### config.mk
export PLATFORM = sky130hd
export DESIGN_NAME = seg7_bcd_counter
export DESIGN_NICKNAME = d
export VERILOG_FILES = /design/src/rtl/seg7_bcd_counter.sv
export SDC_FILE = /design/constraint.sdc
export NUM_CORES = 1
export LEC_CHECK = 0
export CORE_MARGIN = 4
export CORE_UTILIZATION = 63
export CTS_BUF_LIST = sky130_fd_sc_hd__clkbuf_4
export DETAILED_ROUTE_END_ITERATION = 8
export PLACE_DENSITY = 0.95
export SYNTH_ARGS = -nofsm -noshare
export SYNTH_HDL_FRONTEND = slang
export SYNTH_SLANG_ARGS = --single-unit
### constraint.sdc
create_clock -name clk -period 3.25 [get_ports clk]
set_input_delay 0.65 -clock clk [delete_from_list [all_inputs] [get_ports clk]]
set_output_delay 0.65 -clock clk [all_outputs]
set_load 0.02 [all_outputs]
### src/rtl/seg7_bcd_counter.sv
// Prescaled up/down BCD counter with hold and parallel load, plus a scanned
// common-segment multi-digit 7-segment display driver.
module seg7_bcd_counter #(
  parameter int unsigned TICK_DIV       = 10_000_000,
  parameter int unsigned DIGITS         = 2,
  parameter int unsigned SCAN_DIV       = 1000,
  parameter bit          SEG_ACTIVE_LOW = 1'b0
) (
  input  logic                  clk,
  input  logic                  reset,
  input  logic                  en,
  input  logic                  up_dn,
  input  logic                  hold,
  input  logic                  load,
  input  logic [4*DIGITS-1:0]   load_val,
  output logic [4*DIGITS-1:0]   count,
  output logic                  tick,
  output logic                  wrap,
  output logic [6:0]            seg,
  output logic                  dp,
  output logic [DIGITS-1:0]     dig_sel
);

  localparam int unsigned PreW  = $clog2(TICK_DIV);
  localparam int unsigned ScanW = (SCAN_DIV > 1) ? $clog2(SCAN_DIV) : 1;
  localparam int unsigned IdxW  = (DIGITS > 1) ? $clog2(DIGITS) : 1;
  localparam int unsigned CntW  = 4 * DIGITS;

  function automatic logic [6:0] seg_decode(input logic [3:0] d);
    logic [6:0] s;
    case (d)
      4'd0:    s = 7'h3F;
      4'd1:    s = 7'h06;
      4'd2:    s = 7'h5B;
      4'd3:    s = 7'h4F;
      4'd4:    s = 7'h66;
      4'd5:    s = 7'h6D;
      4'd6:    s = 7'h7D;
      4'd7:    s = 7'h07;
      4'd8:    s = 7'h7F;
      4'd9:    s = 7'h6F;
      default: s = 7'h00;
    endcase
    return s;
  endfunction

  logic [PreW-1:0]   pre_q, pre_d;
  logic [ScanW-1:0]  scan_q, scan_d;
  logic [IdxW-1:0]   idx_q, idx_d;
  logic [CntW-1:0]   count_q, count_d;
  logic              tick_q, tick_d;
  logic              wrap_q, wrap_d;
  logic [6:0]        seg_q, seg_d;
  logic              dp_q, dp_d;
  logic [DIGITS-1:0] dig_sel_q, dig_sel_d;

  logic              pre_wrap;
  logic              scan_wrap;
  logic [CntW-1:0]   step_val;
  logic              step_carry;
  logic [CntW-1:0]   load_clean;
  logic [3:0]        digit;
  logic [3:0]        cur_digit;

  // Ripple BCD step; step_carry ends high only when every digit rolled over.
  always_comb begin
    step_val   = count_q;
    step_carry = 1'b1;
    digit      = 4'd0;
    load_clean = '0;
    for (int i = 0; i < DIGITS; i++) begin
      digit = count_q[4*i +: 4];
      if (step_carry) begin
        if (up_dn) begin
          if (digit == 4'd9) begin
            step_val[4*i +: 4] = 4'd0;
          end else begin
            step_val[4*i +: 4] = digit + 4'd1;
            step_carry         = 1'b0;
          end
        end else begin
          if (digit == 4'd0) begin
            step_val[4*i +: 4] = 4'd9;
          end else begin
            step_val[4*i +: 4] = digit - 4'd1;
            step_carry         = 1'b0;
          end
        end
      end
      load_clean[4*i +: 4] = (load_val[4*i +: 4] > 4'd9) ? 4'd0 : load_val[4*i +: 4];
    end
  end

  always_comb begin
    pre_d    = pre_q;
    count_d  = count_q;
    tick_d   = 1'b0;
    wrap_d   = 1'b0;
    pre_wrap = (pre_q == PreW'(TICK_DIV - 1));
    if (load) begin
      count_d = load_clean;
      pre_d   = '0;
    end else if (en) begin
      pre_d  = pre_wrap ? '0 : pre_q + PreW'(1);
      tick_d = pre_wrap;
      if (pre_wrap && !hold) begin
        count_d = step_val;
        wrap_d  = step_carry;
      end
    end
  end

  always_comb begin
    scan_wrap = (scan_q == ScanW'(SCAN_DIV - 1));
    scan_d    = scan_wrap ? '0 : scan_q + ScanW'(1);
    idx_d     = idx_q;
    if (scan_wrap) begin
      idx_d = (idx_q == IdxW'(DIGITS - 1)) ? '0 : idx_q + IdxW'(1);
    end
  end

  always_comb begin
    cur_digit = 4'd0;
    dig_sel_d = '0;
    for (int i = 0; i < DIGITS; i++) begin
      if (idx_q == IdxW'(i)) begin
        cur_digit    = count_q[4*i +: 4];
        dig_sel_d[i] = 1'b1;
      end
    end
    seg_d = seg_decode(cur_digit);
    // Blink the least-significant digit's point for the first half of each tick period.
    dp_d  = (idx_q == '0) && (32'(pre_q) < (TICK_DIV / 2));
  end

  always_ff @(posedge clk) begin
    if (reset) begin
      pre_q     <= '0;
      scan_q    <= '0;
      idx_q     <= '0;
      count_q   <= '0;
      tick_q    <= 1'b0;
      wrap_q    <= 1'b0;
      seg_q     <= 7'h3F;
      dp_q      <= 1'b0;
      dig_sel_q <= DIGITS'(1);
    end else begin
      pre_q     <= pre_d;
      scan_q    <= scan_d;
      idx_q     <= idx_d;
      count_q   <= count_d;
      tick_q    <= tick_d;
      wrap_q    <= wrap_d;
      seg_q     <= seg_d;
      dp_q      <= dp_d;
      dig_sel_q <= dig_sel_d;
    end
  end

  assign count   = count_q;
  assign tick    = tick_q;
  assign wrap    = wrap_q;
  assign seg     = SEG_ACTIVE_LOW ? ~seg_q : seg_q;
  assign dp      = SEG_ACTIVE_LOW ? ~dp_q : dp_q;
  assign dig_sel = SEG_ACTIVE_LOW ? ~dig_sel_q : dig_sel_q;

endmodule

* Word-level counts from Yosys, hierarchy flattened *
Memory sizes are Yosys's and may differ from the RTL's. A register that Yosys moved wholly into a read port is not among the register bits.
Cells that the tools add are included.

word-level totals
  register bits = 48
  bits in read-only memories = 112
  output and inout port bits = 20
  logic and storage cells = 65
  memories kept = 1

operators by class
  $add $sub $neg = 7
  order comparisons = 3
  equal/unequal tests = 4
  mux-type cells = 23
  bitwise logic cells = 4
  reduce and logical (&&, ||, !) cells = 14

memory list
  name             depth  width  read ports  clocked after Yosys merged registers in  write ports  line  text
  (no name shown)  16     7      1           1                                        0            31    case (d)

operators by type and width
  cell                   number
  $mux 4                 10
  $add 24x1->24 const B  1
  $eq 24x24->1 const B   1
  $lt 24x23->1 const B   1
  $mux 24                1
  $mux 8                 3
  $add 10x1->10 const B  1
  $eq 10x10->1 const B   1
  $mux 1                 9
  $add 4x1->4 const B    2
  $eq 4x4->1 const B     2
  $gt 4x4->1 const B     2
  $logic_not 4->1        2
  $sub 4x1->4 const B    2
  $reduce_bool 2->1      3
  $reduce_or 5->1        1
  $not 1->1              4
  $reduce_or 2->1        2
  $reduce_and 3->1       1
  $reduce_or 3->1        1
  $logic_and 1x1->1      2
  $reduce_and 2->1       1
  $add 1x1->1 const B    1
  $logic_not 1->1        1

* Longest topological paths before layout *
Gate-level depths: netlist (run 1).

  word-level depth = 7
  mapped depth = 8
  depth with buffers taken out = 7

* Worst setup path after synthesis (run 1) *
OpenSTA, ideal clock, no wires.

  kind = input -> register
  start = input port en
  end = register pre_q[15]
  data arrival time = 1.752 ns
  required time = 3.135 ns
  setup slack = 1.383 ns
  stages = 7
  path through = and3_1 -> buf_6 -> nand4_2 -> or2_4 -> o21ai_4 -> buf_4 -> nor2_1

RTL lines
  item                  line  text
  from (decl)           11    input logic en,
  to (signal assigned)  148   pre_q <= pre_d;
  to (decl)             47    logic [PreW-1:0] pre_q, pre_d;

==> impl_metrics.py, run 1 <==
metrics = {
    "synth": {
        "ys_warn_count": 0,
        "ys_types": 55,
        "synth-edff-count": 0,
        "netlist_area_um2": 2970,
        "ys_async_sr_fraction_pct": 0,
        "synthCells": 350,
        "ys_ff_latch": 55,
        "synth_nets": 372,
        "ys_seq_area_share_pct": 37.1,
        "syn_avg_cell_area_um2": 8.49,
        "synth_ff_type": "dfxtp_1",
    },
    "timing": {
        "holdWs_ns": 0.447,
        "final-setup-viol-count": 0,
        "tightest_slew_ns": 0.616,
        "rsz0062_at_grt": "false",
        "fin_tns_setup_ns": 0,
        "fmax_ghz": 0.424,
        "skew_ns": 0.0175,
        "timing.final.crit_share_pct": 72.5,
        "slew_violations": 0,
        "min_period_ns": 2.36,
        "hold_violations": 0,
        "max-slew-margin-rel_pct": 58.8,
    },
    "finish": {
        "area_delta_synth_final_pct": 13.5,
        "final_util_pct": 75.4,
        "fin_nets": 397,
        "register_area_um2": 1100,
        "n_fill_cell": 321,
        "drive_gt1_share_pct": 6.38,
        "diodes": 0,
        "multi_input_area_um2": 1730,
    },
    "worst_setup_path": {
        "endpoint_kind": "register",
        "r2r_start": "pre_q[3]$_SDFFE_PP0P_",
        "worst-path-max-fanout": 23,
        "worstPathArrival_ns": 2.61,
        "cp.required_ns": 3.50,
        "worstSetupPathType": "in -> reg",
        "startpoint": "en",
        "start_kind": "input pin",
    },
    "die": {
        "fp.dieH_um": 76.7,
        "initial_core_util_pct": 66.4,
        "core-area_um2": 4470,
        "die_w_um": 76.7,
        "pin_count": 34,
        "dieArea_um2": 5880,
        "rows": 24,
    },
    "pwr": {
        "netSwitchingFraction_pct": 25.5,
        "internal_power_uw": 922,
        "power_switching_uw": 316,
        "clkPwrFrac_pct": 30.1,
        "power_density_nw_per_um2": 367,
        "p_comb_share_pct": 12.5,
        "ir_drop_uv": 237,
        "power_leakage_nw": 1.23,
        "pwr-share-seq_pct": 57.4,
    },
    "detailed_routing": {
        "routed_wl_um": 6320,
        "dr.pass1.iters": 7,
        "route.detailed.drc": 0,
        "num_vias": 2645,
        "ant_nets": 0,
        "routedWlPerCell_um": 14.8,
        "drt-initial-drc-count": 304,
        "viasPerCell": 6.18,
    },
    "placement": {
        "dp_hpwl_um": 4500,
        "place_congestion": 0.883,
        "portBuffers": 33,
    },
    "clock_tree": {
        "cts_buffers": 5,
        "cts-root-buf": "clkbuf_4",
        "clock_latency_ns": 0.38,
        "ctsResizeCount": 0,
        "cts_sinks": 55,
        "clkTransAtPathRegs_ns": 0.15,
        "hold_buffers": 0,
        "clk_path_buf_depth": 2,
        "htreeDepth": 2,
        "cts_tree": "yes",
        "postCtsSetupBuffers": 0,
    },
    "grt": {
        "grt_use_total_pct": 22.4,
        "antenna_found_initial": 0,
        "grt_max_degree": 24,
        "grt_pass1_wl_um": 11100,
        "grt_overflow_total": 0,
        "grt_pass1_vias": 2466,
    },
    "hold_path": {
        "worstHoldStart": "scan_q[0]$_SDFF_PP0_",
        "worstHoldPathType": "reg -> reg",
    },
    "flow_run": {
        "max_cap_violations": 0,
    },
    "outcome": {
        "status": "finished, final reports clean",
    },
}
[placed cells by master (no fill, tap or decap), types with 4 or more instances in the layout]
| cell type | count |
|---|---|
| nor2_1 | 60 |
| dfxtp_1 | 55 |
| clkdlybuf4s50_1 | 33 |
| xnor2_1 | 23 |
| nand2_1 | 22 |
| nand3_1 | 14 |
| o21ai_0 | 13 |
| nand4_1 | 13 |
| xor2_1 | 13 |
| nor3_1 | 12 |
| inv_1 | 11 |
| a21oi_1 | 10 |
| ha_1 | 8 |
| mux2i_1 | 7 |
| and3_1 | 7 |
| a21o_1 | 6 |
| nand3b_1 | 5 |
| clkbuf_4 | 5 |
| and4_1 | 4 |
| buf_4 | 4 |
[cell type report]
cell class                 count  share of cell area, %
clock buffer                   5                   1.11
inverter                      11                   1.22
clock inverter                 3                   1.15
tap                           52                   1.93
multi-input combinational    265                   51.2
timing repair buffer          37                   10.7
sequential                    55                   32.7
[state kept, by name, indices dropped and copies added (netlist names)]
name,cells
count,8
tick,1
idx_q,1
scan_q,10
pre_q,24
dp,1
seg,7
wrap,1
dig_sel,2
[layer usage]
metal / up-vias / GRT usage, % / part of all wire, %
li1: 1284 / - / -
met5: - / 0 / 0
met1: 1228 / 29.5 / 45
met2: 115 / 36.7 / 46
met3: 18 / 3.16 / 6.8
met4: 0 / 9.24 / 2.6
[power by group through the flow]
stage	logic, mW	registers [mW]	clock network, mW
finish	0.154	0.710	0.372
global placement	0.147	0.724	0
floorplan	0.0898	0.727	0
global route	0.170	0.714	0.403
CTS	0.154	0.710	0.376
detailed placement	0.152	0.725	0
[path summary, 6_finish.rpt]
kind | cells after the start | slack (ns) | endpoint
max | 6 | 0.89 | pre_q[4]$_SDFFE_PP0P_
min | 1 | 0.45 | scan_q[0]$_SDFF_PP0_
max reg2reg | 5 | 1.05 | pre_q[4]$_SDFFE_PP0P_
min reg2reg | 1 | 0.45 | scan_q[0]$_SDFF_PP0_
[worst max-delay path, cell delays in order]
cell             delay [ns]
clkdlybuf4s50_1        0.56
and3_1                 0.24
nand4_2                0.18
or2_4                  0.32
o21ai_4                0.52
nor2_1                 0.14
[per-stage QoR]
step / setup WS, ns / instance area [um^2] / power [mW] / cells
finish: 0.894 / 3370 / 1.24 / 428
CTS: 0.916 / 3370 / 1.24 / 428
detailed placement: 0.527 / 3300 / 0.877 / 420
floorplan: 1.38 / 2970 / 0.817 / 350
global placement: 0.630 / 3300 / 0.871 / 420
global route: 0.840 / 3370 / 1.29 / 428
[Yosys cell counts (3+ instances only)]
cell      number  share of area (%)
nor4_1         3               0.63
dfxtp_1       55                 37
nand4_1       13                2.7
nor2b_1        3               0.63
nor2_1        60                7.6
nand3b_1       5                1.3
xor2_1        13                3.8
a21oi_1       10                1.7
nand2_1       22                2.8
inv_1         11                1.4
o31ai_1        3               0.76
o21ai_0       13                2.2
ha_1           8                3.4
xnor2_1       23                6.8
mux2i_1        7                2.4
nand3_1       14                2.4
nor3_1        12                2.0
buf_2          6                1.0
and3_1         7                1.5
clkbuf_1       9                1.1
a21o_1         6                1.5
and4_1         4                1.2
[logic make-up after synthesis]
| logic type | count (synthesis) | share of synthesized area [%] |
|---|---|---|
| multiplexers | 8 | 2.74 |
| flip-flops | 55 | 37.1 |
| XOR/XNOR | 36 | 10.6 |
| adder cells (fa/ha/maj) | 8 | 3.37 |
| AO/OA/AOI/OAI | 53 | 12.6 |
| AND/OR/NAND/NOR | 160 | 28.8 |
| buffers and inverters | 30 | 4.80 |
Note: power is estimated with default switching activity, not from simulation.
==> run 2: changes to the inputs <==
--- a/config.mk
+++ b/config.mk
@@ -6,10 +6,10 @@
 export NUM_CORES = 1
 export LEC_CHECK = 0
 export CORE_MARGIN = 4
-export CORE_UTILIZATION = 63
+export CORE_UTILIZATION = 52
 export CTS_BUF_LIST = sky130_fd_sc_hd__clkbuf_4
 export DETAILED_ROUTE_END_ITERATION = 8
-export PLACE_DENSITY = 0.95
+export PLACE_DENSITY = 0.9
 export SYNTH_ARGS = -nofsm -noshare
 export SYNTH_HDL_FRONTEND = slang
 export SYNTH_SLANG_ARGS = --single-unit
==> constraint.sdc (replaced) <==
create_clock -name clk -period 1.9 [get_ports clk]
set_input_delay 0.38 -clock clk [delete_from_list [all_inputs] [get_ports clk]]
set_output_delay 0.38 -clock clk [all_outputs]
set_load 0.02 [all_outputs]
==> run 2 against run 1 <==
Against the previous run: first-iteration DRC count down 32%; clock power up 72%; global-route usage down 2.5 points; total power up 74%; cell area up 7.2%; hold slack better by 0.0032 ns.
==> impl_metrics.py, run 2 (synthesized netlist as in run 1, its figures left out) <==
metrics = {
    "grt": {
        "antenna_found_initial": 0,
        "grt_use_total_pct": 19.8,
        "grt_pass1_vias": 2655,
        "grt_overflow_total": 0,
        "grt_max_degree": 24,
        "grt_pass1_wl_um": 11700,
    },
    "timing": {
        "max-slew-margin-rel_pct": 65.8,
        "fin_tns_setup_ns": 0,
        "fin_ws_ns": 0.0314,
        "tightest_slew_ns": 0.506,
        "hold_violations": 0,
        "min_period_ns": 1.87,
        "final-setup-viol-count": 0,
        "skew_ns": 0.00906,
        "fmax_ghz": 0.535,
        "slew_violations": 0,
        "holdWs_ns": 0.450,
        "timing.final.crit_share_pct": 98.3,
    },
    "worst_setup_path": {
        "crit_buf_inv": 1,
        "crit_chain": "clkdlybuf4s50_1 > nor4bb_2 > nand4_1 > or4b_1 > o21ai_0 > o31ai_1",
        "cpPeakStageDelay_ns": 0.54,
        "endpoint_kind": "register",
        "cp.required_ns": 2.19,
        "r2r_cells": 5,
        "worstSetupPathType": "in -> reg",
        "start_kind": "input pin",
        "crit_family": "simple AND/OR/NAND/NOR gates",
        "worstPathArrival_ns": 2.16,
        "worst-path-max-fanout": 2,
        "cp_num_cells": 6,
        "slowest_stage": "or4b_1",
    },
    "finish": {
        "regMostFlops": "pre_q",
        "final_util_pct": 65.2,
        "diodes": 0,
        "largest_reg_flops": 24,
        "mostFrequentLayoutCells": "nor2_1 (60), dfxtp_1 (49), clkdlybuf4s50_1 (27)",
        "stdcell_count": 470,
        "n_fill_cell": 452,
        "final_common_cell": "nor2_1",
        "fin_nets": 420,
        "drive_gt1_share_pct": 14.3,
        "area_delta_synth_final_pct": 21.6,
        "fin_area_um2": 3610,
    },
    "pwr": {
        "power_leakage_nw": 1.42,
        "power_density_nw_per_um2": 595,
        "ir_drop_uv": 283,
        "finalPower_mw": 2.15,
    },
    "die": {
        "initial_core_util_pct": 53.6,
        "pin_count": 34,
        "dieArea_um2": 6990,
        "die_w_um": 83.6,
        "core-area_um2": 5540,
        "rows": 27,
        "fp.dieH_um": 83.6,
    },
    "flow_run": {
        "max_cap_violations": 0,
    },
    "placement": {
        "placed_cells": 462,
        "portBuffers": 33,
        "pre_cts_ws_ns": -0.317,
        "place_congestion": 0.873,
        "dp_hpwl_um": 4990,
        "place_area_um2": 3500,
    },
    "clock_tree": {
        "clock_latency_ns": 0.38,
        "htreeDepth": 2,
        "cts_buffers": 5,
        "cts-root-buf": "clkbuf_4",
        "clkTransAtPathRegs_ns": 0.15,
        "cts_tree": "yes",
        "cts_sinks": 55,
        "clk_path_buf_depth": 2,
    },
    "detailed_routing": {
        "routed_wl_um": 7050,
        "route.detailed.drc": 0,
        "routedWlPerCell_um": 15.0,
        "viasPerCell": 5.86,
        "dr.pass1.iters": 4,
        "drt-initial-drc-count": 207,
        "ant_nets": 0,
        "num_vias": 2752,
    },
    "hold_path": {
        "worstHoldPathType": "reg -> reg",
        "whs_path_depth": 1,
    },
    "outcome": {
        "status": "finished, final reports clean",
    },
}
## run 2: cell count changes in the layout (fill, tap and decap cells not counted), moves of 2 or more
cell / before / now
dfxtp_2: 0 / 4
dfxtp_1: 55 / 49
dlygate4sd2_1: 0 / 3
dlymetal6s2s_1: 0 / 3
dfxtp_4: 0 / 2
buf_4: 4 / 26
clkdlybuf4s50_1: 33 / 27
## run 2: layout make-up
cell class / count / area (um^2) / share of cell area, %
clock buffer: 6 / 45.0 / 1.25
timing repair buffer: 60 / 549 / 15.2
multi-input combinational: 265 / 1750 / 48.3
sequential: 55 / 1110 / 30.8
clock inverter: 1 / 30.0 / 0.831
tap: 72 / 90.1 / 2.49
inverter: 11 / 41.3 / 1.14
## run 2: metal layers
layer | track usage [%] | part of all wire (%)
met5 | 0 | 0
met1 | 24.8 | 43
met3 | 4.05 | 7.1
met4 | 8.77 | 2.7
met2 | 32.8 | 48
## run 2: what timing repair did
item                       4_1_cts  5_1_grt
setup endpoints to repair        8        8
hold endpoints to repair         0        0
hold buffers                     0        0
pin swaps                        0        2
resized for setup                8       10
setup buffers                    0        1
## run 2: path summary, 6_finish.rpt
path	from	slack (ns)	end
setup / recovery	hold	0.03	count[3]$_SDFFE_PP0P_
hold / removal	scan_q[0]$_SDFF_PP0_	0.45	scan_q[0]$_SDFF_PP0_
hold reg to reg	scan_q[0]$_SDFF_PP0_	0.45	scan_q[0]$_SDFF_PP0_
setup reg to reg	pre_q[13]$_SDFFE_PP0P_	0.08	count[3]$_SDFFE_PP0P_
## run 2: worst reg2reg max path: stages, from the launching register on
cell      delay, ns
dfxtp_1        0.41
nor4bb_2       0.34
nand4_1        0.24
or4b_1         0.54
o21ai_0        0.10
o31ai_1        0.09
## run 2: power by group
part,internal [mW],leakage (nW),switching [mW]
Clock,0.286,0.0417,0.355
Sequential,1.18,0.450,0.0306
Combinational,0.144,0.928,0.154
